===== config.mk =====
export PLATFORM = sky130hd
export DESIGN_NAME = shift_normalizer
export DESIGN_NICKNAME = d
export VERILOG_FILES = /design/src/rtl/shift_normalizer_pkg.sv /design/src/rtl/shift_normalizer.sv
export SDC_FILE = /design/constraint.sdc
export NUM_CORES = 1
export LEC_CHECK = 0
export BUFFER_PORTS_ARGS = -buffer_cell sky130_fd_sc_hd__buf_2
export CORE_ASPECT_RATIO = 0.6
export CORE_MARGIN = 2
export CORE_UTILIZATION = 40
export DETAILED_ROUTE_END_ITERATION = 8
export GPL_TIMING_DRIVEN = 0
export PLACE_DENSITY_LB_ADDON = 0.1
export REMOVE_ABC_BUFFERS = 1
export SLEW_MARGIN = 5
export SYNTH_ARGS = -nofsm -noshare
export SYNTH_HDL_FRONTEND = slang
export SYNTH_SLANG_ARGS = --single-unit

===== constraint.sdc =====
create_clock -name clk -period 1.33 [get_ports clk]
set_input_delay 0.399 -clock clk [delete_from_list [all_inputs] [get_ports clk]]
set_output_delay 0.399 -clock clk [all_outputs]
set_load 0.01 [all_outputs]

===== src/rtl/shift_normalizer_pkg.sv =====
// Shared types and constants for the shift normaliser.
//
// WIDTH        : data word width in bits
// AMT_W        : width of the shift-count output, $clog2(WIDTH)
// norm_state_t : controller states IDLE / SHIFT / DONE
// word_t       : one data word
package shift_pkg;

    localparam int WIDTH = 16;
    localparam int AMT_W = 4;

    typedef enum logic [1:0] {
        IDLE  = 2'd0,
        SHIFT = 2'd1,
        DONE  = 2'd2
    } norm_state_t;

    typedef logic [WIDTH-1:0] word_t;

endpackage


===== src/rtl/shift_normalizer.sv =====
// Sequential normaliser: shifts a captured word one bit per clock until the
// leading bit in the requested direction is 1, and reports how many shifts
// were needed. It undoes the team's left/right shifter: shifting Y back by
// amt in the opposite direction restores the original word.
//
// State table
//   IDLE  | waiting for start; outputs hold the previous result
//   SHIFT | testing the target bit, shifting once per cycle until it is 1
//   DONE  | result valid, done pulses for this one cycle
//
// Ports
//   clk   in   system clock, rising edge
//   reset in   asynchronous, active-high reset
//   start in   request pulse, sampled only in IDLE
//   A     in   word to normalise, captured with an accepted start
//   ir    in   direction: 0 = shift right to Y[0], 1 = shift left to Y[WIDTH-1]
//   busy  out  high in SHIFT and DONE
//   done  out  one-cycle result-valid pulse
//   Y     out  normalised word (working register while busy)
//   amt   out  number of single-bit shifts performed
//   zero  out  the captured word was all zeros
module shift_normalizer
    import shift_pkg::*;
#(
    parameter int WIDTH = shift_pkg::WIDTH,
    parameter int AMT_W = shift_pkg::AMT_W
) (
    input  logic             clk,
    input  logic             reset,
    input  logic             start,
    input  logic [WIDTH-1:0] A,
    input  logic             ir,
    output logic             busy,
    output logic             done,
    output logic [WIDTH-1:0] Y,
    output logic [AMT_W-1:0] amt,
    output logic             zero
);

    norm_state_t      state;
    norm_state_t      state_nxt;
    logic [WIDTH-1:0] work;
    logic [AMT_W-1:0] count;
    logic             dir;
    logic             zero_q;
    logic             target;

    // Bit that must become 1 for the word to count as aligned.
    always_comb begin
        target = 1'b0;
        if (dir) begin
            target = work[WIDTH-1];
        end else begin
            target = work[0];
        end
    end

    always_comb begin
        state_nxt = state;
        case (state)
            IDLE: begin
                if (start) begin
                    // An all-zero word can never align, so skip SHIFT.
                    state_nxt = (A == '0) ? DONE : SHIFT;
                end
            end
            SHIFT: begin
                if (target) begin
                    state_nxt = DONE;
                end
            end
            DONE:    state_nxt = IDLE;
            default: state_nxt = IDLE;
        endcase
    end

    always_ff @(posedge clk or posedge reset) begin
        if (reset) begin
            state <= IDLE;
        end else begin
            state <= state_nxt;
        end
    end

    // Datapath: capture on an accepted start, one logical shift per SHIFT
    // cycle while the target bit is still 0. Everything else holds, which
    // keeps the last result visible in IDLE.
    always_ff @(posedge clk or posedge reset) begin
        if (reset) begin
            work   <= '0;
            count  <= '0;
            dir    <= 1'b0;
            zero_q <= 1'b0;
        end else begin
            case (state)
                IDLE: begin
                    if (start) begin
                        work   <= A;
                        dir    <= ir;
                        count  <= '0;
                        zero_q <= (A == '0);
                    end
                end
                SHIFT: begin
                    if (!target) begin
                        if (dir) begin
                            work <= {work[WIDTH-2:0], 1'b0};
                        end else begin
                            work <= {1'b0, work[WIDTH-1:1]};
                        end
                        count <= count + AMT_W'(1);
                    end
                end
                default: begin
                end
            endcase
        end
    end

    assign busy = (state != IDLE);
    assign done = (state == DONE);
    assign Y    = work;
    assign amt  = count;
    assign zero = zero_q;

endmodule

# == Word-level counts from Yosys, hierarchy flattened ==
# Index checks and enable logic that the tools add are counted.
# word_totals
reg_bits,24
out_inout_bits,23
word_cells,30
inputBits,20
# op_classes
n_addsub,1
eq_ne,5
reduce_logical,7
muxes,12
# op_table
op,count
$mux W16,3
$pmux W16 S2,1
$logic_not A16 Y1,1
$mux W4,2
$pmux W4 S2,1
$mux W2,3
$ne A2 B2 Y1 const B,3
$add A4 B1 Y4 const B,1
$pmux W2 S2,1
$reduce_and A2 Y1,2
$reduce_bool A2 Y1,2
$reduce_and A3 Y1,1
$eq A2 B1 Y1 const B,1
$eq A2 B2 Y1 const B,1
$logic_not A2 Y1,1
$mux W1,1

# == Logic depth before layout (Yosys ltp) ==
# logic_depth
ltp_word,4
depth_mapped,6
depth_no_buf,4

# == Worst setup path before layout ==
# OpenSTA, ideal clock, no wires.
# synth_timing
path_kind,reg-to-reg
from,register state[0]
to,"register work[1], in the netlist Y[1]"
path_slack_ns,-0.132
n_path_buf,3
t_arrival_ns,1.330
setup_ns,0.132
required_time_ns,1.198
path_stages_with_launch,7
synth_period_minus_slack_ns,1.462
cell_sequence,dfrtp_1 > buf_6 > or3b_4 > buf_6 > o21ai_4 > buf_12 > o221ai_2
# synth_between
elab_chain_cells,3
word_cells_on_any_way,7
classes_between,3 x eq/ne; 1 x mux; 3 x reduce/logical
# synth_lines
element,line,source
from (decl),shift_normalizer.sv:40,norm_state_t state;
from (signal assigned),shift_normalizer.sv:81,state <= state_nxt;
$eq A2 B1 Y1 or $logic_not A2 Y1 (tied branches),shift_normalizer.sv:95,case (state)
$ne A2 B2 Y1 (no source line) or $reduce_bool A2 Y1 (tied branches),-,
$reduce_and A3 Y1 (no source line),-,
to (signal assigned),shift_normalizer.sv:107,"work <= {work[WIDTH-2:0], 1'b0};"
to (signal assigned),shift_normalizer.sv:109,"work <= {1'b0, work[WIDTH-1:1]};"
to (decl),shift_normalizer.sv:42,logic [WIDTH-1:0] work;
# Parallel ways exist; a longest one is shown, timed or not.
# A chain may end at the register's enable or synchronous reset.

# == Worst setup path in the final report ==
# layout_timing
from,register state[1]
to,output busy
# layout_between
elab_chain_cells,1
# layout_lines
element,line,source
$reduce_bool A2 Y1,shift_normalizer.sv:120,assign busy = (state != IDLE);
to (decl),shift_normalizer.sv:33,"output logic busy,"
# No other way between the ends.

==> summary.md <==
| Metric | Value |
|---|---|
| Nets | 209 |
| Finished Layout Cells | between 200 and 250 |
| Synth cell types | 33 |
| Pins Over Slew Limit | 0 |
| Switching share of total power | 0.416 |
| GP Congestion | roughly 0.79 |
| Setup WS post-layout | -0.177 ns |
| Unrepaired setup endpoints after global routing | true |
| Primary FF master, synth | dfrtp_1 |
| Core footprint | between 0.003 and 0.004 mm^2 |
| Diode count | 0 |
| FF+latch count, synth | 24 |
| Fin crit period | roughly 1.5 ns |
| Combinational group share of total power | 0.561 |
| IO Count | 43 |
| EDFF count, synth | 0 |
| Sw power | about 2 mW |
| WS Path Type | flip-flop to primary output |
| Lkg Pwr | roughly 0.92 nW |
| DRT met1 WL | 1.91 mm |
| Req. time, crit path | 0.93 ns |
| Detailed router's first-iteration violation count | 71 |
| DIE WIDTH | about 81 um |
| Post-Place Worst Slack | -1.14 ns |
| Cell Int Power | 2.81 mW |
| Met2 Wirelength | 1.66 mm |
| Yosys warning count | 0 |
| Top cell type's share of synthesized area | 0.425 |
| Pwr per Cell Area | around 2500 mW/mm^2 |
| Syn Inst Count | roughly 140 |
| CTS HTree Levels | 1 |
| Input/output buffers | 42 |
| Worst min-delay path category | input pin to flip-flop |
| Clock root cell | clkbuf_8 |
| Initial antenna violation count | 0 |
| Drt wl/cell | approximately 17 um |
| Max layer used | met4 |
| Maximum buffer depth of the clock tree | 2 |
| Worst-Skew Late Latency | ~0.27 ns |
| First-pass GRT wire length | between 6 and 7 mm |
| Die Area | about 0.004 mm^2 |
| Final wirelength | between 3 and 4 mm |
| Number of max-cap violations | 0 |
| Height of the die | approximately 50 um |
| CP startpoint kind | flip-flop |
| Max IR drop VDD | about 1 mV |
| Hold buffer count at CTS | 0 |
| Hold Fails Final Rpt | 0 |
| Critical path peak fanout | 8 |
| DP HPWL | between 2 and 2.5 mm |
| Final Util | 0.575 |
| Post-route clock period utilization | 1.13 |
| Final Setup Violations | 18 |
| Vias in the first global route | between 1k and 1.5k |
| Clk_skew | 0.00485 ns |
| Avg Synthesized Cell Area | approximately 10 um^2 |
| Row cnt | 16 |
| Vias per cell | 5.42 |
| Cell total after placement | between 200 and 250 |
| Area delta synth->final | 35.1% |
| Antenna Nets Post-Route | 0 |
| Critical Path AT | about 1.1 ns |
| CTS tree | done |
| Met3 routed WL | ~230 um |
| Worst setup EP type | primary output |
| Synthesized area | around 0.0014 mm^2 |
| Area leader, netlist | dfrtp_1 |
| HP Start | ir |
| Status | finished with violations |
| Grt total ovfl | 0 |
| # fillers | just over 300 |
| Clock buffer count from CTS | 3 |
| Clock tree sinks | 24 |
| Clk pwr share | 0.136 |
| Failing checks | setup timing |
| Drt drc | 0 |
| Synth top area cells | dfrtp_1, mux2i_1, o221ai_2, nand2_1, inv_1 |
| Via count | 1257 |
| Reg2reg start | state[0] |
| GRT Util Overall | 0.206 |
| Total negative slack | -2.09 ns |
| Rel. slew slack | 0.372 |
| Share of layout cells above drive strength 1 | 0.465 |
| Worst Max-Slew Pin Slew | about 0.94 ns |
| Drt pass-1 iters | 4 |
| Sequential element share of the synthesized area | 0.425 |
| Design Power | approximately 4.8 mW |
| Largest net degree at the start of global routing | 25 |
| Ys async rst share | 1.00 |
| Clock transition at path regs | 0.09 ns |
| Fmax | approximately 0.66 GHz |
| Starting Density | 0.425 |
| Worst Setup SP | state[1] |
| Seq pwr share | 0.303 |
layout by cell type (no fill, tap or decap), types with 2 or more instances in the layout:
cell and count:
a211oi_2 2, a21oi_1 2, buf_2 40, buf_4 6, buf_6 8, clkbuf_8 3, dfrtp_1 19, dfrtp_2 4
inv_1 16, mux2i_1 18, nand2_1 21, nand2b_1 2, nand3_1 2, nor2_1 2, nor4_1 4, o221ai_1 5
o221ai_2 9
area by class of cell:
type,instances,area (um^2),share of cell area
Timing Repair Buffer,55,355,0.186
Sequential cell,24,609,0.319
Inverter,16,60.1,0.0314
Tap cell,45,56.3,0.0295
Multi-Input combinational cell,88,758,0.397
Clock buffer,3,41.3,0.0216
Clock inverter,1,30.0,0.0157
per-stage QoR:
stage          hold WS, ns  cell area [um^2]
3_3_place_gp         0.461              1620
4_1_cts              0.309              1820
2_1_floorplan        0.414              1350
3_5_place_dp         0.486              1620
5_1_grt              0.309              1910
6_report             0.309              1910
per-layer routing:
layer  vias up  track usage
li1        595            -
met1       626        0.312
met2        32        0.288
met3         4       0.0549
met4         0       0.0508
met5         -            0
power groups by stage:
stage | Clock, mW | Sequential, mW | Combinational (mW)
final | 0.654 | 1.46 | 2.70
after CTS | 0.662 | 1.44 | 2.41
after global placement | 0 | 1.52 | 1.90
after floorplan | 0 | 1.55 | 1.27
after global routing | 0.697 | 1.52 | 2.93
after detailed placement | 0 | 1.55 | 1.94
state kept, by name, summed over array words and instances, names as in the netlist:
signal and count:
Y 16, amt 4, dir 1, state 2, zero 1
logic make-up (layout without fill, tap and decap cells):
| logic type | count (synthesis) | in the layout | share of synthesized area |
|---|---|---|---|
| buf+inv | 23 | 75 | 0.0885 |
| compound gates | 24 | 24 | 0.182 |
| fa+ha+maj | 1 | 1 | 0.00885 |
| simple gates | 43 | 43 | 0.153 |
| flops | 24 | 24 | 0.425 |
| mux | 20 | 20 | 0.142 |
critical path: stages (launching register included):
cell and delay, ns:
dfrtp_2 0.47, or2_4 0.25, buf_6 0.12
synthesized netlist by cell type, drive strengths merged (2+ instances only):
master / instances
a211oi: 2
a21oi: 2
buf: 7
dfrtp: 24
inv: 16
mux2i: 19
nand2: 22
nand2b: 2
nand3: 3
nor2: 3
nor4: 4
o21ai: 2
o221ai: 14
path summary, 6_finish.rpt:
kind / endpoint / depth (start not counted) / slack [ns]
setup / recovery: busy / 2 / -0.18
hold / removal: dir / 3 / 0.31
setup reg to reg: Y[12] / 5 / -0.15
hold reg to reg: amt[3] / 1 / 0.49
max in group asynchronous: dir / 2 / 0.33
min in group asynchronous: Y[9] / 2 / 0.32
what timing repair did:
item / CTS / global route
pin swaps: 3 / 3
setup endpoints to repair: 25 / 23
setup buffers: 9 / 4
gates resized for setup: 15 / 15
Power figures use the tool's default switching activity.
